--- src/rtl/hazard_unit_mc_if.sv ---
// hazard_unit_mc_if: pipeline <-> hazard controller signal bundle
// master: pipeline side (drives D/E/M/W stage info, receives stall/flush/forward controls)
// slave : hazard controller side
interface hazard_unit_mc_if #(
  parameter int NSRC  = 3,
  parameter int AW    = 4,
  parameter int CNT_W = 32
);
  logic [NSRC*AW-1:0] RA_D;
  logic [NSRC-1:0]    RAvalidD;
  logic [AW-1:0]      WA_D;
  logic               RegWriteD;
  logic               MulStartD;
  logic [NSRC*AW-1:0] RA_E;
  logic [AW-1:0]      WA_E, WA_M, WA_W;
  logic               MemToRegE, RegWriteM, RegWriteW;
  logic               MulStartE;
  logic               PCSrcD, PCSrcE, PCSrcM, PCSrcW, BranchTakenE;
  logic [2*NSRC-1:0]  ForwardE;
  logic               StallF, StallD, FlushE, FlushD;
  logic               MCBusy, MCDone, MCErr;
  logic [AW-1:0]      MCDest;
  logic [CNT_W-1:0]   StallCount;
  modport master (
    output RA_D, RAvalidD, WA_D, RegWriteD, MulStartD, RA_E, WA_E, WA_M, WA_W,
           MemToRegE, RegWriteM, RegWriteW, MulStartE,
           PCSrcD, PCSrcE, PCSrcM, PCSrcW, BranchTakenE,
    input  ForwardE, StallF, StallD, FlushE, FlushD, MCBusy, MCDone, MCErr, MCDest, StallCount
  );
  modport slave (
    input  RA_D, RAvalidD, WA_D, RegWriteD, MulStartD, RA_E, WA_E, WA_M, WA_W,
           MemToRegE, RegWriteM, RegWriteW, MulStartE,
           PCSrcD, PCSrcE, PCSrcM, PCSrcW, BranchTakenE,
    output ForwardE, StallF, StallD, FlushE, FlushD, MCBusy, MCDone, MCErr, MCDest, StallCount
  );
endinterface

--- src/rtl/hazard_unit_mc.sv ---
// hazard_unit_mc: forwarding, load-use/branch stall-flush and multicycle-unit scoreboard
// clk, reset (async active-low); h: hazard_unit_mc_if.slave carrying stage addresses,
// write enables and branch info in, ForwardE/Stall*/Flush*/MC*/StallCount out
module hazard_unit_mc #(
  parameter int NSRC   = 3,
  parameter int AW     = 4,
  parameter int PC_REG = 15,
  parameter int MC_LAT = 4,
  parameter int CNT_W  = 32
) (
  input logic clk,
  input logic reset,
  hazard_unit_mc_if.slave h
);
  localparam int NREG = 2**AW;
  localparam int CW = (MC_LAT > 2) ? $clog2(MC_LAT) : 1;
  localparam logic [AW-1:0] PC = AW'(PC_REG);
  typedef enum logic {IDLE, RUN} state_t;
  state_t state, state_nx;
  logic [CW-1:0] cnt;
  logic [AW-1:0] dest;
  logic [NREG-1:0] sb;
  logic [CNT_W-1:0] count;
  logic err, accept, mc_done, ldr_stall, mc_stall, pc_pend, stall_d;
  logic [2*NSRC-1:0] fwd;
  // cnt loads MC_LAT-2 so MCDone lands MC_LAT-1 cycles after the issue cycle
  always_ff @(posedge clk or negedge reset)
    if (!reset) begin
      state <= IDLE;
      cnt   <= '0;
      dest  <= '0;
      sb    <= '0;
      err   <= 1'b0;
      count <= '0;
    end else begin
      state <= state_nx;
      cnt   <= accept ? CW'(MC_LAT-2) : (state == RUN && cnt != '0) ? cnt - 1'b1 : cnt;
      if (accept) dest <= h.WA_E;
      if (accept && h.WA_E != PC) sb[h.WA_E] <= 1'b1;
      if (mc_done) sb[dest] <= 1'b0;
      if (h.MulStartE && state == RUN) err <= 1'b1;
      if (stall_d && ~&count) count <= count + 1'b1;
    end
  always_comb
    state_nx = (state == IDLE) ? (h.MulStartE ? RUN : IDLE) : (cnt == '0 ? IDLE : RUN);
  always_comb begin
    accept  = h.MulStartE && state == IDLE;
    mc_done = state == RUN && cnt == '0;
  end
  always_comb begin
    fwd = '0;
    for (int i = 0; i < NSRC; i++)
      fwd[2*i +: 2] = (h.RA_E[i*AW +: AW] == PC) ? 2'b00 :
                      (h.RegWriteM && h.RA_E[i*AW +: AW] == h.WA_M) ? 2'b10 :
                      (h.RegWriteW && h.RA_E[i*AW +: AW] == h.WA_W) ? 2'b01 : 2'b00;
  end
  always_comb begin
    ldr_stall = 1'b0;
    mc_stall  = 1'b0;
    for (int i = 0; i < NSRC; i++)
      if (h.RAvalidD[i] && h.RA_D[i*AW +: AW] != PC) begin
        ldr_stall |= h.MemToRegE && h.RA_D[i*AW +: AW] == h.WA_E;
        mc_stall  |= sb[h.RA_D[i*AW +: AW]];
      end
    mc_stall |= (h.RegWriteD && h.WA_D != PC && sb[h.WA_D]) || (h.MulStartD && state == RUN);
    stall_d = ldr_stall || mc_stall;
    pc_pend = h.PCSrcD || h.PCSrcE || h.PCSrcM;
  end
  assign h.ForwardE   = fwd;
  assign h.StallD     = stall_d;
  assign h.StallF     = stall_d || pc_pend;
  assign h.FlushE     = stall_d || h.BranchTakenE;
  assign h.FlushD     = (pc_pend || h.PCSrcW || h.BranchTakenE) && !stall_d;
  assign h.MCBusy     = state == RUN;
  assign h.MCDone     = mc_done;
  assign h.MCDest     = dest;
  assign h.MCErr      = err;
  assign h.StallCount = count;
endmodule

--- src/flat_wrapper.sv ---
// flat-port wrapper written by rule: the top's interface ports become plain ports
module hazard_unit_mc_flat 
#(
  parameter int NSRC   = 3,
  parameter int AW     = 4,
  parameter int PC_REG = 15,
  parameter int MC_LAT = 4,
  parameter int CNT_W  = 32
)
  (clk, reset, h_RA_D, h_RAvalidD, h_WA_D, h_RegWriteD, h_MulStartD, h_RA_E, h_WA_E, h_WA_M, h_WA_W, h_MemToRegE, h_RegWriteM, h_RegWriteW, h_MulStartE, h_PCSrcD, h_PCSrcE, h_PCSrcM, h_PCSrcW, h_BranchTakenE, h_ForwardE, h_StallF, h_StallD, h_FlushE, h_FlushD, h_MCBusy, h_MCDone, h_MCErr, h_MCDest, h_StallCount);
  hazard_unit_mc_if #(.NSRC(NSRC), .AW(AW), .CNT_W(CNT_W)) h_i ();
  input logic clk;
  input logic reset;
  input wire logic [$bits(h_i.RA_D)-1:0] h_RA_D;
  input wire logic [$bits(h_i.RAvalidD)-1:0] h_RAvalidD;
  input wire logic [$bits(h_i.WA_D)-1:0] h_WA_D;
  input wire logic [$bits(h_i.RegWriteD)-1:0] h_RegWriteD;
  input wire logic [$bits(h_i.MulStartD)-1:0] h_MulStartD;
  input wire logic [$bits(h_i.RA_E)-1:0] h_RA_E;
  input wire logic [$bits(h_i.WA_E)-1:0] h_WA_E;
  input wire logic [$bits(h_i.WA_M)-1:0] h_WA_M;
  input wire logic [$bits(h_i.WA_W)-1:0] h_WA_W;
  input wire logic [$bits(h_i.MemToRegE)-1:0] h_MemToRegE;
  input wire logic [$bits(h_i.RegWriteM)-1:0] h_RegWriteM;
  input wire logic [$bits(h_i.RegWriteW)-1:0] h_RegWriteW;
  input wire logic [$bits(h_i.MulStartE)-1:0] h_MulStartE;
  input wire logic [$bits(h_i.PCSrcD)-1:0] h_PCSrcD;
  input wire logic [$bits(h_i.PCSrcE)-1:0] h_PCSrcE;
  input wire logic [$bits(h_i.PCSrcM)-1:0] h_PCSrcM;
  input wire logic [$bits(h_i.PCSrcW)-1:0] h_PCSrcW;
  input wire logic [$bits(h_i.BranchTakenE)-1:0] h_BranchTakenE;
  output wire logic [$bits(h_i.ForwardE)-1:0] h_ForwardE;
  output wire logic [$bits(h_i.StallF)-1:0] h_StallF;
  output wire logic [$bits(h_i.StallD)-1:0] h_StallD;
  output wire logic [$bits(h_i.FlushE)-1:0] h_FlushE;
  output wire logic [$bits(h_i.FlushD)-1:0] h_FlushD;
  output wire logic [$bits(h_i.MCBusy)-1:0] h_MCBusy;
  output wire logic [$bits(h_i.MCDone)-1:0] h_MCDone;
  output wire logic [$bits(h_i.MCErr)-1:0] h_MCErr;
  output wire logic [$bits(h_i.MCDest)-1:0] h_MCDest;
  output wire logic [$bits(h_i.StallCount)-1:0] h_StallCount;
  assign h_i.RA_D = h_RA_D;
  assign h_i.RAvalidD = h_RAvalidD;
  assign h_i.WA_D = h_WA_D;
  assign h_i.RegWriteD = h_RegWriteD;
  assign h_i.MulStartD = h_MulStartD;
  assign h_i.RA_E = h_RA_E;
  assign h_i.WA_E = h_WA_E;
  assign h_i.WA_M = h_WA_M;
  assign h_i.WA_W = h_WA_W;
  assign h_i.MemToRegE = h_MemToRegE;
  assign h_i.RegWriteM = h_RegWriteM;
  assign h_i.RegWriteW = h_RegWriteW;
  assign h_i.MulStartE = h_MulStartE;
  assign h_i.PCSrcD = h_PCSrcD;
  assign h_i.PCSrcE = h_PCSrcE;
  assign h_i.PCSrcM = h_PCSrcM;
  assign h_i.PCSrcW = h_PCSrcW;
  assign h_i.BranchTakenE = h_BranchTakenE;
  assign h_ForwardE = h_i.ForwardE;
  assign h_StallF = h_i.StallF;
  assign h_StallD = h_i.StallD;
  assign h_FlushE = h_i.FlushE;
  assign h_FlushD = h_i.FlushD;
  assign h_MCBusy = h_i.MCBusy;
  assign h_MCDone = h_i.MCDone;
  assign h_MCErr = h_i.MCErr;
  assign h_MCDest = h_i.MCDest;
  assign h_StallCount = h_i.StallCount;
  hazard_unit_mc #(.NSRC(NSRC), .AW(AW), .PC_REG(PC_REG), .MC_LAT(MC_LAT), .CNT_W(CNT_W)) u_core (.clk(clk), .reset(reset), .h(h_i));
endmodule
--- config.mk ---
export PLATFORM = sky130hd
export DESIGN_NAME = hazard_unit_mc_flat
export DESIGN_NICKNAME = d
export VERILOG_FILES = /design/src/rtl/hazard_unit_mc_if.sv /design/src/rtl/hazard_unit_mc.sv /design/src/flat_wrapper.sv
export SDC_FILE = /design/constraint.sdc
export NUM_CORES = 1
export LEC_CHECK = 0
export BUFFER_PORTS_ARGS = -buffer_cell sky130_fd_sc_hd__buf_2
export CAP_MARGIN = 20
export CELL_PAD_IN_SITES_DETAIL_PLACEMENT = 1
export CELL_PAD_IN_SITES_GLOBAL_PLACEMENT = 1
export CORE_ASPECT_RATIO = 1.4
export CORE_MARGIN = 3
export CORE_UTILIZATION = 25
export CTS_CLUSTER_SIZE = 40
export DETAILED_ROUTE_END_ITERATION = 8
export PLACE_DENSITY = 0.53
export SETUP_SLACK_MARGIN = 0.2
export SLEW_MARGIN = 0
export SYNTH_ARGS = -nofsm -noshare
export SYNTH_HDL_FRONTEND = slang
export SYNTH_SLANG_ARGS = --single-unit
--- constraint.sdc ---
create_clock -name clk -period 4.4 [get_ports clk]
set_input_delay 0 -clock clk [delete_from_list [all_inputs] [get_ports clk]]
set_output_delay 0 -clock clk [all_outputs]
set_load 0.05 [all_outputs]
==> out/results.tsv <==
metric	value	unit
cpLargestDelayFamily	simple AND/OR/NAND/NOR gates	
crit_fanout	35	
cts_max_level	2	
synth_nets	443	
grtUsageTotal	14.8	%
tightest_slew	0.750	ns
syn_area	0.00367	mm²
ant_nets	0	
hold_end	u_core.sb[11]	
routabilityCongestion	0.878	
cts.reportedPaths.clkPinSlew	0.08	ns
drt_pre_antenna_iters	4	
yosysTopAreaCellShare	38.1	%
rsz0062_at_grt	false	
slew_violations	0	
yosysWarnings	0	
peakVddDrop	0.321	mV
post-place-ws	1.69	ns
antenna_found_initial	0	
overflow	0	
synth_seq_area_share	38.1	%
antenna_cells	0	
io-pin-count	105	
r2r_slack	1.68	ns
cp.arrival	2.94	ns
num_vias	3393	
die_area	0.0162	mm²
syn_to_final_growth	22.9	%
synth.area.top_cells	dfrtp_1 38%, xnor2_1 8.1%, mux4_2 7.4%	
synth-seq-cells	56	
fillCellCount	1699	
grt_pass1_wl	19300	µm
finalHoldViolCount	0	
crit_type	reg -> out	
clock-sinks	56	
r2r_end	u_core.h.StallCount[1]	
min_path_cells	3	
dp_hpwl	9040	µm
status	finished clean	
fin_nets	538	
grt_max_degree	57	
clockBufferDepth	2	
place.port_buffers	104	
clk_latency	0.30	ns
power_density	494	mW/mm²
synth-edff-count	0	
synth_flop_cell	dfrtp_1	
die_y	149	µm
fin_crit_sh	66.9	%
cts_tree	done	
slew_headroom	50.0	%
path_buf_inv	2	
grt_pass1_vias	3801	
yosys.area.top_type	dfrtp_1	
synth_cells	385	
crit_path_end_kind	output pin	
max-cap-violations	0	
slowest_stage	mux4_2	
drive_gt1_share	28.1	%
total_leakage_power	2.09	nW
die_w	108	µm
start_util	25.9	%
fmax	340	MHz
finalClockSkew	0.00712	ns
layout_min_cycle_time	2.94	ns
avgRoutedWirePerCell	17.3	µm
worstHoldStart	h_WA_E[3]	
r2r-start	u_core.sb[11]	
drt_wl_total	11600	µm
synthArstFlopShare	100	%
worst_slack	1.46	ns
required	4.40	ns
finalSetupViolations	0	
cts-buffers-inserted	5	
setup_tns	0	ns
rows	51	
drc	0	
cts_resized	0	
ff2ff_path_depth	7	
hold_class	in -> reg	
drt_iter0_drc	105	
cp-start-kind	flop	
core_region_area	0.0142	mm²
cpPeakStageDelay	0.46	ns
cts_root_buffer	clkbuf_16	
netlist-cell-type-count	45	
vias_per_cell	5.09	
path_cells	mux4_2, and3_1, o311a_1, or3_1, buf_4, or2_2, buf_2	
syn_area_per_cell	9.54	µm²
[worst max-delay path by stage]
stage	startpoint	to	slack (ns)	cells after the start
floorplan	u_core.sb[14]	h_FlushD	1.51	7
global placement	u_core.sb[11]	u_core.h.StallCount[1]	1.71	7
detailed placement	u_core.sb[11]	u_core.h.StallCount[1]	1.69	7
CTS	u_core.sb[11]	h_FlushE	1.45	7
global route	u_core.sb[3]	h_FlushE	1.24	8
finish	u_core.sb[11]	h_FlushE	1.46	7
[layout by cell type (no fill, tap or decap), types with 3 or more instances in the layout]
| cell type | n |
|---|---|
| xnor2_1 | 34 |
| nor2_1 | 15 |
| and3_1 | 23 |
| nor3_1 | 15 |
| and4_1 | 7 |
| mux2_2 | 4 |
| dfrtp_1 | 56 |
| o21ai_0 | 9 |
| and2_1 | 3 |
| nand4_1 | 13 |
| nand3_1 | 26 |
| inv_1 | 11 |
| buf_2 | 104 |
| a21oi_1 | 30 |
| nor2b_1 | 8 |
| nor4_1 | 3 |
| mux2i_1 | 4 |
| buf_4 | 3 |
| a31oi_1 | 11 |
| xor2_1 | 25 |
| a41oi_1 | 4 |
| clkbuf_16 | 5 |
| nand2_1 | 26 |
| mux4_2 | 12 |
[state kept, by name, indices dropped and copies added, names as in the netlist]
register,flops
u_core.h.MCDest,4
u_core.h.MCErr,1
u_core.cnt,2
u_core.sb,16
u_core.h.StallCount,32
u_core.h.MCBusy,1
[cell usage after synthesis, drive strengths merged (7+ instances only)]
master,instances
xnor2,34
nand3,26
a31oi,11
inv,11
nor2b,8
nand2,26
xor2,25
and3,23
a21oi,30
and4,7
nand4,13
clkbuf,16
o21ai,9
nor2,15
mux4,12
nor3,15
dfrtp,56
[power by group]
part | switching (mW) | total (mW) | internal (mW)
logic | 0.616 | 0.973 | 0.357
registers | 0.191 | 0.839 | 0.648
clock network | 0.203 | 0.418 | 0.216
total | 1.01 | 2.23 | 1.22
[timing repair]
item / 4_1_cts / 5_1_grt
endpoints found under the hold margin: 58 / 0
hold buffers: 2 / 0
endpoints found under the setup margin: 0 / 0
setup buffers: 0 / 0
[worst register-to-register path: stages (launching register included)]
cell,delay (ns)
dfrtp_1,0.44
mux4_2,0.47
and3_1,0.19
o311a_1,0.33
or3_1,0.42
buf_4,0.27
and2_4,0.22
mux2_4,0.29
[logic make-up (layout without fill, tap and decap cells)]
family,Yosys count,in the layout,synth area share (%)
XOR/XNOR,59,59,14.1
flip-flops,56,56,38.1
adder cells (fa/ha/maj),2,2,0.681
AND/OR/NAND/NOR,148,148,21.8
buffers and inverters,32,128,3.95
multiplexers,21,21,10.1
AO/OA/AOI/OAI,67,67,11.3
[cell type report]
type                            count  area [µm²]  share of cell area (%)
Multi-Input combinational cell    297        2130                    47.1
Sequential cell                    56        1400                    31.0
Timing Repair Buffer              109         563                    12.5
Tap cell                          185         231                    5.13
Clock buffer                        5         125                    2.77
Inverter                           11        41.3                   0.914
Clock inverter                      3        25.0                   0.554
[layer usage]
layer / vias to the layer above / GRT usage (%) / wire (µm)
li1: 1601 / - / -
met5: - / 0 / 0
met1: 1689 / 17.6 / 4660
met2: 85 / 26.5 / 6100
met3: 18 / 2.55 / 509
met4: 0 / 5.24 / 281
[per-stage QoR]
stage	std cells	utilization, %	hold WS [ns]	total power, mW	instance area, µm²
after CTS	666	31.9	0.109	2.26	4520
after global routing	666	31.9	0.136	2.40	4520
final	666	31.9	0.121	2.23	4520
after detailed placement	656	30.7	0.211	1.83	4350
after floorplan	385	-	-0.296	1.53	3670
after global placement	656	30.7	0.207	1.82	4350
Power figures use the tool's default switching activity.
